**src/rtl/mpx_ch_regs.sv**
```systemverilog
// rtl/mpx_ch_regs.sv - multi-channel MPX register bank with coefficient FIFO and ROM loader
module mpx_ch_regs #(
    parameter int NCH        = 2,
    parameter int COEF_DEPTH = 16,
    parameter int ROM_AW     = 10
) (
    input  logic                clk,
    input  logic                reset_n,
    input  logic                psel,
    input  logic                penable,
    input  logic                pwrite,
    input  logic [31:0]         paddr,
    input  logic [31:0]         pwdata,
    output logic [31:0]         prdata,
    output logic                pready,
    output logic                pslverr,
    output logic [NCH*32-1:0]   pilot_gain,
    output logic [NCH*32-1:0]   step,
    output logic [NCH*2-1:0]    stat_cfg,
    output logic [NCH*32-1:0]   stat_limit,
    input  logic [NCH*8-1:0]    stat_min,
    input  logic [NCH*8-1:0]    stat_max,
    input  logic [NCH*32-1:0]   stat_count,
    output logic [7:0]          rom_data,
    output logic [ROM_AW-1:0]   rom_addr,
    output logic [NCH-1:0]      rom_wr_en,
    output logic [24:0]         filter_cfg_tdata,
    output logic [NCH-1:0]      filter_cfg_tvalid,
    input  logic [NCH-1:0]      filter_cfg_tready
);

    localparam int AW = $clog2(COEF_DEPTH);
    localparam int LW = AW + 1;
    localparam logic [4:0] NCH5 = 5'(NCH);

    // Per-channel state is sized for the full 4-bit bank space so bank can index it directly.
    logic [31:0]       pg_r     [16];
    logic [31:0]       step_r   [16];
    logic [1:0]        cfg_r    [16];
    logic [31:0]       limit_r  [16];
    logic [7:0]        shd_max  [16];
    logic [31:0]       shd_cnt  [16];
    logic [ROM_AW-1:0] rom_ptr  [16];
    logic [7:0]        min_a    [16];
    logic [7:0]        max_a    [16];
    logic [31:0]       cnt_a    [16];

    logic [28:0]       fifo_mem [COEF_DEPTH];
    logic [AW-1:0]     wr_ptr, rd_ptr;
    logic [LW-1:0]     level;
    logic              overflow;

    logic [3:0]  bank;
    logic [5:0]  off;
    logic        access, bank_ch, bank_gl, wr, rd;
    logic        coef_wr, full, empty, push, pop;
    logic [3:0]  head_tag;
    logic [15:0] tready_w;
    logic        unused_ok;

    assign bank     = paddr[11:8];
    assign off      = paddr[7:2];
    assign access   = psel && penable;
    assign bank_ch  = ({1'b0, bank} < NCH5);
    assign bank_gl  = (bank == 4'hF);
    assign wr       = access && pwrite;
    assign rd       = access && !pwrite;
    assign coef_wr  = wr && bank_ch && (off == 6'h08);
    assign full     = (level == LW'(COEF_DEPTH));
    assign empty    = (level == '0);
    assign push     = coef_wr && !full;
    assign head_tag = fifo_mem[rd_ptr][28:25];
    assign tready_w = 16'(filter_cfg_tready);
    assign pop      = !empty && tready_w[head_tag];

    assign pready            = 1'b1;
    assign pslverr           = access && ((!bank_ch && !bank_gl) || (coef_wr && full));
    assign filter_cfg_tdata  = fifo_mem[rd_ptr][24:0];
    assign filter_cfg_tvalid = empty ? '0 : NCH'(16'b1 << head_tag);
    assign unused_ok         = &{1'b0, paddr[31:12], paddr[1:0]};

    genvar gc;
    generate
        for (gc = 0; gc < 16; gc++) begin : g_ch
            if (gc < NCH) begin : g_live
                assign pilot_gain[32*gc +: 32] = pg_r[gc];
                assign step[32*gc +: 32]       = step_r[gc];
                assign stat_cfg[2*gc +: 2]     = cfg_r[gc];
                assign stat_limit[32*gc +: 32] = limit_r[gc];
                assign min_a[gc]               = stat_min[8*gc +: 8];
                assign max_a[gc]               = stat_max[8*gc +: 8];
                assign cnt_a[gc]               = stat_count[32*gc +: 32];
            end else begin : g_tie
                assign min_a[gc] = '0;
                assign max_a[gc] = '0;
                assign cnt_a[gc] = '0;
            end
        end
    endgenerate

    always_ff @(posedge clk or negedge reset_n) begin
        if (!reset_n) begin
            for (int c = 0; c < 16; c++) begin
                pg_r[c]    <= 32'h256;
                step_r[c]  <= '0;
                cfg_r[c]   <= 2'b01;
                limit_r[c] <= '0;
                shd_max[c] <= '0;
                shd_cnt[c] <= '0;
                rom_ptr[c] <= '0;
            end
            rom_wr_en <= '0;
            rom_data  <= '0;
            rom_addr  <= '0;
            wr_ptr    <= '0;
            rd_ptr    <= '0;
            level     <= '0;
            overflow  <= 1'b0;
        end else begin
            rom_wr_en <= '0;
            if (wr && bank_ch) begin
                case (off)
                    6'h00: pg_r[bank]    <= pwdata;
                    6'h01: begin
                        rom_wr_en     <= NCH'(16'b1 << bank);
                        rom_data      <= pwdata[7:0];
                        rom_addr      <= rom_ptr[bank];
                        rom_ptr[bank] <= rom_ptr[bank] + 1'b1;
                    end
                    6'h02: step_r[bank]  <= pwdata;
                    6'h03: cfg_r[bank]   <= pwdata[1:0];
                    6'h06: limit_r[bank] <= pwdata;
                    6'h09: rom_ptr[bank] <= pwdata[ROM_AW-1:0];
                    default: ;
                endcase
            end
            // Reading MIN freezes MAX/COUNT so the three reads describe one instant.
            if (rd && bank_ch && off == 6'h04) begin
                shd_max[bank] <= max_a[bank];
                shd_cnt[bank] <= cnt_a[bank];
            end
            if (push) wr_ptr <= wr_ptr + 1'b1;
            if (pop)  rd_ptr <= rd_ptr + 1'b1;
            case ({push, pop})
                2'b10:   level <= level + 1'b1;
                2'b01:   level <= level - 1'b1;
                default: ;
            endcase
            if (coef_wr && full)
                overflow <= 1'b1;
            else if (wr && bank_gl && off == 6'h01 && pwdata[16])
                overflow <= 1'b0;
        end
    end

    always_ff @(posedge clk) begin
        if (push) fifo_mem[wr_ptr] <= {bank, pwdata[24:0]};
    end

    always_comb begin
        prdata = '0;
        if (bank_ch) begin
            case (off)
                6'h00:   prdata = pg_r[bank];
                6'h02:   prdata = step_r[bank];
                6'h03:   prdata = 32'(cfg_r[bank]);
                6'h04:   prdata = 32'(min_a[bank]);
                6'h05:   prdata = 32'(shd_max[bank]);
                6'h06:   prdata = limit_r[bank];
                6'h07:   prdata = shd_cnt[bank];
                6'h09:   prdata = 32'(rom_ptr[bank]);
                default: prdata = '0;
            endcase
        end else if (bank_gl) begin
            case (off)
                6'h00:   prdata = {16'h4D50, 8'(NCH), 8'h02};
                6'h01:   prdata = {15'b0, overflow, 8'b0, 8'(level)};
                default: prdata = '0;
            endcase
        end
    end

endmodule

```
**config.mk**
```make
export PLATFORM = sky130hd
export DESIGN_NAME = mpx_ch_regs
export DESIGN_NICKNAME = d
export VERILOG_FILES = /design/src/rtl/mpx_ch_regs.sv
export SDC_FILE = /design/constraint.sdc
export NUM_CORES = 2
export LEC_CHECK = 0
export ABC_CLOCK_PERIOD_IN_PS = 4400
export BUFFER_PORTS_ARGS = -buffer_cell sky130_fd_sc_hd__clkbuf_2
export CAP_MARGIN = 20
export CORE_ASPECT_RATIO = 1.5
export CORE_MARGIN = 2
export CORE_UTILIZATION = 35
export CTS_CLUSTER_DIAMETER = 50
export DETAILED_ROUTE_END_ITERATION = 6
export GPL_ROUTABILITY_DRIVEN = 0
export SYNTH_ARGS = -nofsm -noshare
export SYNTH_HDL_FRONTEND = slang
export SYNTH_SLANG_ARGS = --single-unit
```
**constraint.sdc**
```tcl
create_clock -name clk -period 4.4 [get_ports clk]
set_input_delay 0.22 -clock clk [delete_from_list [all_inputs] [get_ports clk]]
set_output_delay 0.22 -clock clk [all_outputs]
set_load 0.01 [all_outputs]
```
==> flow_summary.ini <==
[pwr]
p_int_w = 0.0443
powerDensity_nw_per_um2 = 482
p_comb_frac = 0.087
switching_share = 0.239
p_seq_frac = 0.466
p_sw_w = 0.0139
ir_drop_mv = 0.390
p_leak_nw = 54.4
clockPowerShare = 0.446

[grt]
grt_pass1_vias = 54400
antenna_found_initial = 34
grtUsageTotal = 0.164
grt_pass1_wl_um = 388000
overflow = 0
grt_max_degree = 149

[synth]
syn_area_per_cell_um2 = 15.2
synthSimpleGateAreaFrac = 0.0115
async_flop_share = 0.838
synth_fa_ha_area_frac = 0.00131
ys_warn_count = 0
synth.distinct_cells = 60
synthMuxAreaShare = 0.203
yosysSeqAreaShare = 0.668
ys_ff_latch = 2866
synth_nets = 7472
yosysMostFrequentCell = dfrtp_1
synthFlopType = dfrtp_1
yosysTopAreaCell = dfrtp_1
synth-edff-count = 464
synth_compound_area_frac = 0.0183
syn_area_um2 = 111000
synth_top_family_by_area = multiplexers
yosys-top-cells-count = dfrtp_1, clkbuf_1, mux4_2, edfxtp_1, mux2_2
yosys-top-cells-area = dfrtp_1, mux4_2, edfxtp_1
syn_inst = 7294
synth_top_area_share = 0.520
synth_xor_area_frac = 0.00150

[timing]
tns_ps = 0
setup_violations = 0
max_freq_ghz = 0.230
finClkSkew_ps = 41.7
hold_viol = 8
tightest_slew_ps = 1230
drv_slew = 0
period_minus_slack_ps = 4350
holdWs_ps = -26.1
timing.final.crit_share = 0.988
slew_headroom = 0.174
rsz0062_at_grt = false

[floorplan]
start_util = 0.351
rows = 253
die_h_um = 694
io_pins = 444
coreArea_um2 = 316000
die_area_um2 = 322000
dieWidth_um = 464

[outcome]
status = finished, violations left
violations = negative hold slack

[setup_path]
rr_worst_depth = 13
critPathArrivalTime_ps = 4130
crit_path_start_kind = input pin
critPathKind = in -> out
worstReg2RegEnd = level[4]
rr_startpoint = rd_ptr[1]
rrSetupSlack_ps = 530
cp.required_ps = 4180
cp-end-kind = primary output
crit_fanout = 67

[clock_tree]
cts_max_level = 5
cts_root_buf = clkbuf_16
cts.clk_slew.worst_paths_ps = 50
cts_buffer_depth = 4
cts_buffers = 309
cts_tree = built
clkSinkCount = 2866
post_cts_buffers = 0
clk_latency_ps = 830

[drt]
drt-total-wl_um = 263000
vias_per_cell = 4.76
drt.antenna.violating_nets = 0
drcViolationCount = 0
wl_per_cell_um = 25.8
num_vias = 48600
dr.pass1.iters = 5
drt_iter0_drc = 4237

[flow_run]
maxCapViolCount = 0

[hold_path]
min_from = stat_count[45]
min_path_cells = 4
holdPathEnd = shd_cnt[493]
hold_class = in -> reg

[final_layout]
area_growth_pct = 8.81
final_core_util = 0.382
fin_nets = 5911
final_layout_size_suffix_gt1_frac = 0.389
fin_area_um2 = 121000

[placement]
io_buffers = 420
dp_hpwl_um = 173000
placed_area_um2 = 110000
[layout by cell type (no fill, tap or decap), types with 14 or more instances in the layout]
master,Yosys,layout
a21oi_1,61,61
a221oi_1,35,35
a22oi_1,85,85
buf_12,0,41
buf_4,211,151
bufinv_16,0,23
clkbuf_1,2168,73
clkbuf_16,0,314
clkbuf_2,0,415
clkbuf_8,0,46
clkinv_2,0,44
dfrtp_1,2306,2304
dfstp_2,96,96
dlygate4sd3_1,0,69
edfxtp_1,464,464
inv_6,0,18
mux2_2,318,318
mux2i_1,152,152
mux4_2,775,775
nand2_1,118,112
nand3_1,17,17
nor2_1,77,62
nor3_1,27,22
o21ai_0,69,69
xnor2_1,14,14
[layout make-up]
cell class              instances  area [um2]
inverters                       8        30.0
clock inverters               123        1480
multi-input cells            1868       26300
fillers                     28400      195000
well taps                    4207        5260
repair buffers                680        4780
clock buffers                 434        8770
flip-flops and latches       2866       74200
diodes                          9        22.5
[worst max path at each step]
stage | start | endpoint | slack [ps] | depth (start not counted)
floorplan | paddr[10] | fifo_mem[3][0] | 70 | 9
global placement | rd_ptr[1] | level[4] | 600 | 13
detailed placement | rd_ptr[1] | level[4] | 610 | 13
CTS | paddr[9] | prdata[3] | 120 | 8
global route | rd_ptr[1] | filter_cfg_tdata[21] | 20 | 8
finish | paddr[9] | prdata[9] | 50 | 10
[metal layers]
layer | vias up | wire, um | track usage | share of wire
met5 | - | 111 | 0 | 0.00042
met4 | 18 | 5610 | 0.0398 | 0.021
met3 | 341 | 20200 | 0.0437 | 0.077
met2 | 1498 | 125000 | 0.260 | 0.48
met1 | 25900 | 112000 | 0.225 | 0.43
li1 | 20800 | - | - | -
[per-stage QoR]
step                std cells  total power (W)  setup slack (ps)
detailed placement       9560           0.0328               610
floorplan                7294           0.0306              66.8
global placement         9560           0.0327               596
finish                  10200           0.0583              54.1
global route            10200           0.0605              21.6
CTS                     10200           0.0590               120
[flip-flops by register name, summed over array words and instances (netlist names)]
name,cells
pilot_gain,64
level,5
rd_ptr,4
rom_ptr,160
fifo_mem,464
stat_cfg,4
cfg_r,28
rom_addr,10
overflow,1
rom_wr_en,2
stat_limit,64
wr_ptr,4
rom_data,8
step_r,448
pg_r,448
shd_max,128
shd_cnt,512
limit_r,448
step,64
[kinds of logic after synthesis]
kind of cell | after synthesis
AO/OA/AOI/OAI | 306
XOR/XNOR | 19
adder cells (fa/ha/maj) | 11
buffers and inverters | 2560
flip-flops | 2866
multiplexers | 1245
other | 1
AND/OR/NAND/NOR | 286
[worst max-delay path: stages]
cell	delay (ps)
dlygate4sd3_1	630
buf_8	280
buf_12	340
buf_12	390
mux4_2	290
mux4_2	330
a22oi_1	110
and3_1	210
o21ai_0	930
clkbuf_2	290
[power by group through the flow]
stage / sequential [W] / clock (W) / combinational (W)
2_1_floorplan: 0.0275 / 0 / 0.00305
3_3_place_gp: 0.0276 / 0 / 0.00510
3_5_place_dp: 0.0276 / 0 / 0.00515
4_1_cts: 0.0271 / 0.0266 / 0.00521
5_1_grt: 0.0271 / 0.0278 / 0.00554
6_report: 0.0272 / 0.0260 / 0.00510
[repair_timing]
action / CTS / global route
hold endpoints to repair: 264 / 0
hold buffers: 69 / 0
endpoints found under the setup margin: 13 / 0
gates resized for setup: 1 / 0
No activity file was read; power rests on OpenSTA's default activity.
